$ cat config.mk
export PLATFORM = sky130hd
export DESIGN_NAME = sync_fifo
export DESIGN_NICKNAME = d
export VERILOG_FILES = /design/src/rtl/sync_fifo_pkg.sv /design/src/rtl/fifo_mem.sv /design/src/rtl/sync_fifo.sv
export SDC_FILE = /design/constraint.sdc
export NUM_CORES = 1
export LEC_CHECK = 0
export BUFFER_PORTS_ARGS = -buffer_cell sky130_fd_sc_hd__buf_2
export CAP_MARGIN = 15
export CORE_MARGIN = 5
export CORE_UTILIZATION = 25
export CTS_CLUSTER_DIAMETER = 50
export CTS_CLUSTER_SIZE = 16
export DETAILED_ROUTE_END_ITERATION = 10
export GPL_TIMING_DRIVEN = 0
export SLEW_MARGIN = 20
export SYNTH_ARGS = -nofsm -noshare
export SYNTH_HDL_FRONTEND = slang
export SYNTH_SLANG_ARGS = --single-unit
$ cat constraint.sdc
create_clock -name clk -period 2.95 [get_ports clk]
set_input_delay 0.1475 -clock clk [delete_from_list [all_inputs] [get_ports clk]]
set_output_delay 0.1475 -clock clk [all_outputs]
set_load 0.005 [all_outputs]
$ cat src/rtl/sync_fifo_pkg.sv
// sync_fifo_pkg: shared FIFO defaults; upstream FSM thresholds (5 and 2) assume FIFO_DEPTH
package sync_fifo_pkg;
  localparam int FIFO_DATA_WIDTH = 8;
  localparam int FIFO_DEPTH = 8;
endpackage

$ cat src/rtl/fifo_mem.sv
// fifo_mem: DEPTH x DATA_WIDTH register array, sync write, async read, no reset
module fifo_mem
  import sync_fifo_pkg::*;
#(
  parameter int DATA_WIDTH = FIFO_DATA_WIDTH,
  parameter int DEPTH = FIFO_DEPTH,
  localparam int AW = $clog2(DEPTH)
) (
  input  logic                  clk,
  input  logic                  we,
  input  logic [AW-1:0]         waddr,
  input  logic [DATA_WIDTH-1:0] wdata,
  input  logic [AW-1:0]         raddr,
  output logic [DATA_WIDTH-1:0] rdata
);
  logic [DATA_WIDTH-1:0] mem [DEPTH];
  always_ff @(posedge clk)
    if (we) mem[waddr] <= wdata;
  assign rdata = mem[raddr];
endmodule

$ cat src/rtl/sync_fifo.sv
// sync_fifo: single-clock FIFO with registered read data, live count and sticky error flags
module sync_fifo
  import sync_fifo_pkg::*;
#(
  parameter int DATA_WIDTH = FIFO_DATA_WIDTH,
  parameter int DEPTH = FIFO_DEPTH,
  parameter int CNT_WIDTH = $clog2(DEPTH) + 1
) (
  input  logic                  clk,
  input  logic                  rst_n,
  input  logic                  wr_en,
  input  logic [DATA_WIDTH-1:0] data_in,
  input  logic                  rd_en,
  output logic [DATA_WIDTH-1:0] data_out,
  output logic                  rd_valid,
  output logic                  full,
  output logic                  empty,
  output logic [CNT_WIDTH-1:0]  fifo_words,
  output logic                  overflow,
  output logic                  underflow,
  input  logic                  clr_err
);
  localparam int AW = $clog2(DEPTH);
  logic [AW-1:0] wptr, rptr;
  logic [DATA_WIDTH-1:0] rdata;
  logic wa, ra;
  assign full = fifo_words == CNT_WIDTH'(DEPTH);
  assign empty = fifo_words == '0;
  // a read frees the slot in the same edge, so a full FIFO still takes a write alongside it
  assign wa = wr_en && (!full || rd_en);
  assign ra = rd_en && !empty;
  fifo_mem #(.DATA_WIDTH(DATA_WIDTH), .DEPTH(DEPTH)) u_mem (
    .clk(clk), .we(wa), .waddr(wptr), .wdata(data_in), .raddr(rptr), .rdata(rdata)
  );
  always_ff @(posedge clk or negedge rst_n)
    if (!rst_n) begin
      wptr <= '0;
      rptr <= '0;
      fifo_words <= '0;
      data_out <= '0;
      rd_valid <= 1'b0;
      overflow <= 1'b0;
      underflow <= 1'b0;
    end else begin
      if (wa) wptr <= wptr + 1'b1;
      if (ra) rptr <= rptr + 1'b1;
      if (ra) data_out <= rdata;
      rd_valid <= ra;
      if (wa != ra) fifo_words <= wa ? fifo_words + 1'b1 : fifo_words - 1'b1;
      overflow <= (wr_en && !wa) || (overflow && !clr_err);
      underflow <= (rd_en && !ra) || (underflow && !clr_err);
    end
endmodule
## Yosys cells after proc, flatten, opt, wreduce, memory -nomap -nowiden

Memory sizes are Yosys's and may differ from the RTL's. A register that Yosys moved wholly into a read port is not among the register bits.
Cells that the tools add are included.
W data, S select, Z words.

- Flip-flop bits (word level): 13
- Word-level logic and storage cells: 32
- Memories: 1
- RAM bits: 64

Memory list:

| memory | depth | bits a word | rd ports | clocked after Yosys merged registers in | write ports | RTL line | source |
|---|---|---|---|---|---|---|---|
| u_mem.mem | 8 | 8 | 1 | 1 | 1 | fifo_mem.sv:16 | `logic [DATA_WIDTH-1:0] mem [DEPTH];` |

- Mux-type cells: 3
- $add $sub $neg: 4
- Reductions and logical operators: 16
- Equal/unequal tests: 2

Operators with widths:

| operator | count |
|---|---|
| $add A3 B1 Y3 const B | 2 |
| $logic_and A1 B1 Y1 | 6 |
| $logic_not A1 Y1 | 6 |
| $add A4 B1 Y4 const B | 1 |
| $eq A4 B4 Y1 const B | 1 |
| $logic_not A4 Y1 | 1 |
| $mux W4 | 1 |
| $sub A4 B1 Y4 const B | 1 |
| $logic_or A1 B1 Y1 | 3 |
| $mux W1 | 2 |
| $ne A1 B1 Y1 | 1 |

## Longest topological paths before layout

- Depth after elaboration: 7
- Mapped depth: 8

## By module

A second synthesis with hierarchy kept.

- Cell total of the unflattened synthesis: 223
- Area total of the unflattened synthesis: 3662.3 um^2

Modules (own cells, without submodules):

| module | cells an instance | times used | area an instance (um^2) |
|---|---|---|---|
| fifo_mem | 106 | 1 | 2531.2 |
| sync_fifo | 117 | 1 | 1131.1 |

## Worst setup path after synthesis

Ideal clock, no wire load.

- Path kind: register to register
- From: register fifo_words[1]
- To: register fifo_words[3]
- Cell stages (with the launch flop): 9
- Library setup time: 127 ps
- Path slack: 638 ps
- Arrival time: 2185 ps
- Cell sequence: dfrtp_1 > or4b_4 > o21a_2 > inv_2 > ha_1 > a21oi_1 > and4b_1 > a31oi_2 > xnor2_1

- Word-level cells in the longest chain between the ends: 5

Ends and longest elaborated chain:

| item | RTL line | source |
|---|---|---|
| start, declared | sync_fifo.sv:18 | `output logic [CNT_WIDTH-1:0] fifo_words,` |
| start signal, assigned | sync_fifo.sv:49 | `if (wa != ra) fifo_words <= wa ? fifo_words + 1'b1 : fifo_words - 1'b1;` |
| branches (longest 5 deep; another with $sub A4 B1 Y4) | -- |  |

Parallel ways; which one is timed is not known.
A chain may end at the register's enable or synchronous reset.

## Worst setup path in the final report

Ends and elaborated chain as after synthesis.

==> out/qor.yml <==
route:
  drtAntennaViolNets: 0
  firstDrtPassIters: 4
  via_count: 1920
  routed_wl_um: 6990
  drt_iter0_markers: 84
  routed_via_density: 4.30
  drt_drc_violations_left: 0
  post_drt_wl_per_cell_um: 15.7
critical_path:
  critPathRequiredTime_ns: 3.16
  slowest_delay_ns: 0.58
  path_buf_inv: 1
  cp-start-kind: "flip-flop"
  cp.arrival_ns: 2.76
  crit_family: "simple AND/OR/NAND/NOR gates"
  path_max_fanout: 9
  path_class: "reg2reg"
  end_kind: "flip-flop"
  slowest_stage: "or4b_4"
  path_cells: "or4b_4 -> o21a_2 -> inv_2 -> ha_1 -> a21oi_1 -> and4b_1 -> a31oi_2 -> xnor2_1"
placement:
  globalplace.congestion: 0.739
  post_dp_cell_area_sq_um: 3860
  hpwl_um: 4830
  place_inst: 429
  pre_cts_ws_ns: 0.413
  port_buffers: 29
yosys:
  async_flop_share: 0.247
  synth_largest_area_cell: "edfxtp_1"
  yosys.area.top_type_share: 0.557
  yosys-top-cells-count: "edfxtp_1 (64), dfrtp_1 (21), nand2_1 (21), mux2_2 (18), mux2i_1 (16)"
  synth_area_leaders: "edfxtp_1 (56%), dfrtp_1 (15%), mux2_2 (5.9%)"
  seq_area_frac_synth: 0.709
  yosysUniqueCellTypes: 33
  yosys.cell_count.top_type: "edfxtp_1"
  synth_ff_type: "edfxtp_1"
  synthCells: 218
  avgSynthCellArea_sq_um: 15.8
  synth-seq-cells: 85
  synth_nets: 236
  synth_warnings: 0
  syn_area_sq_um: 3450
  synth-edff-count: 64
finish:
  finalNetCount: 279
  fin_area_sq_um: 4170
  layout-drive-gt1-share: 0.297
  multiInputGateArea_sq_um: 957
  regArea_sq_um: 2450
  syn_to_final_growth_pct: 20.7
  fillers: 1375
  fin_cells: 446
  diodes: 0
timing:
  skew_ns: 0.00654
  fmax_mhz: 392
  fin_crit_ns: 2.55
  finalHoldViolCount: 0
  setup_viol: 0
  max_slew_margin: 0.354
  worstMarginPinSlew_ns: 0.965
  final.setup.worst_slack_ns: 0.398
  finalSetupTns_ns: 0
  fin_crit_sh: 0.865
  drv_slew: 0
  rsz0062_at_grt: "false"
run:
  cap_violations: 0
clocking:
  cts_buffers: 9
  root_buffer: "clkbuf_16"
  h-tree-depth: 3
  ctsResizeCount: 0
  clock-sinks: 85
  cts_setup_buffers: 0
  cts_buffer_depth: 2
  insertion_delay_ns: 0.33
  cts.clk_slew.worst_paths_ns: 0.06
  cts_tree: "done"
global_routing:
  grt_usage: 0.0927
  overflow: 0
  grt_pass1_vias: 1933
  antenna_found_initial: 0
  grt_pass1_wl_um: 11100
  grt_start_max_net_pins: 22
floorplanning:
  die_h_um: 128
  initial_core_util: 0.252
  pin_count: 30
  fp.dieW_um: 128
  rows: 43
  fp.coreArea_sq_um: 13700
  die_area_sq_um: 16300
power:
  power.density_nw_per_um2: 980
  leakagePower_uw: 0.00154
  irDropWorstVdd_mv: 0.315
  power.total_uw: 4090
outcome:
  status: "finished, final reports clean"
min_path:
  hp-class: "in2reg"
## cells by family (layout without fill, tap and decap cells)
group / after synthesis / count (layout) / synth area share
AOI/OAI and AO/OA: 31 / 31 / 0.0678
DFF: 85 / 85 / 0.709
buffers and inverters: 14 / 62 / 0.0217
and+or+nand+nor: 41 / 41 / 0.0562
muxes: 34 / 34 / 0.105
xor gates and xnor gates: 8 / 8 / 0.0203
adders and majority gates: 5 / 5 / 0.0203
## per-stage QoR
step,utilization,hold slack (ns)
after floorplan,-,-0.148
after global placement,0.279,0.133
after detailed placement,0.282,0.136
after CTS,0.304,0.00999
after global routing,0.304,0.0135
final,0.304,0.0178
## layout by cell type (no fill, tap or decap), drive strengths merged
cell type,n
a31oi,1
nor3,4
clkbuf,10
a21oi,1
bufinv,1
mux2,18
o21ai,9
a311oi,1
dfrtp,21
buf,39
clkinvlp,1
inv,6
nand3,1
and4b,1
nand2,21
edfxtp,64
dlygate4sd3,1
o41ai,1
nor2b,1
nor2,6
mux2i,16
o22ai,8
o32ai,1
ha,4
nor4,2
or3,1
o21a,1
xnor2,5
or4b,1
clkinv,4
xor2,3
a221o,8
fa,1
nand2b,3
## area by class of cell
type                    instances  area share
flip-flops and latches         85       0.587
well taps                     180      0.0540
clock inverters                 6      0.0153
clock buffers                  10      0.0549
plain buffers                   8      0.0126
repair buffers                 32      0.0408
multi-input cells             119       0.230
inverters                       6     0.00540
## sequential cells by signal (all words and copies together) (netlist names)
register and cells:
underflow 1, rd_valid 1, u_mem.mem 64, rptr 3, wptr 3, fifo_words 4, data_out 8, overflow 1
## report_power, final
part           switching, uW  leakage [uW]  internal [uW]
clock                    442      0.000140            654
combinational            657      0.000569            576
sequential               192      0.000834           1560
total                   1290       0.00154           2790
## metal layers
| layer | share of wire | routed length [um] | vias to the layer above | GRT usage |
|---|---|---|---|---|
| li1 | - | - | 922 | - |
| met1 | 0.45 | 3140 | 945 | 0.116 |
| met2 | 0.48 | 3370 | 46 | 0.148 |
| met3 | 0.058 | 406 | 7 | 0.0343 |
| met4 | 0.011 | 76 | 0 | 0.0303 |
| met5 | 0 | 0 | - | 0 |
## timing repair
| action | in CTS | in global routing |
|---|---|---|
| hold buffers | 1 | 0 |
| hold endpoints to repair | 21 | 0 |
| setup endpoints to repair | 0 | 0 |
## path summary, 6_finish.rpt
check,start,slack [ns],to,depth (start not counted)
max,fifo_words[1],0.40,fifo_words[3],8
min,clr_err,0.02,overflow,2
max reg2reg,fifo_words[1],0.40,fifo_words[3],8
min reg2reg,data_out[5],0.48,data_out[5],2
max in group asynchronous,rst_n,2.31,rptr[2],2
min in group asynchronous,rst_n,0.31,fifo_words[0],2
No activity file was read; power rests on OpenSTA's default activity.
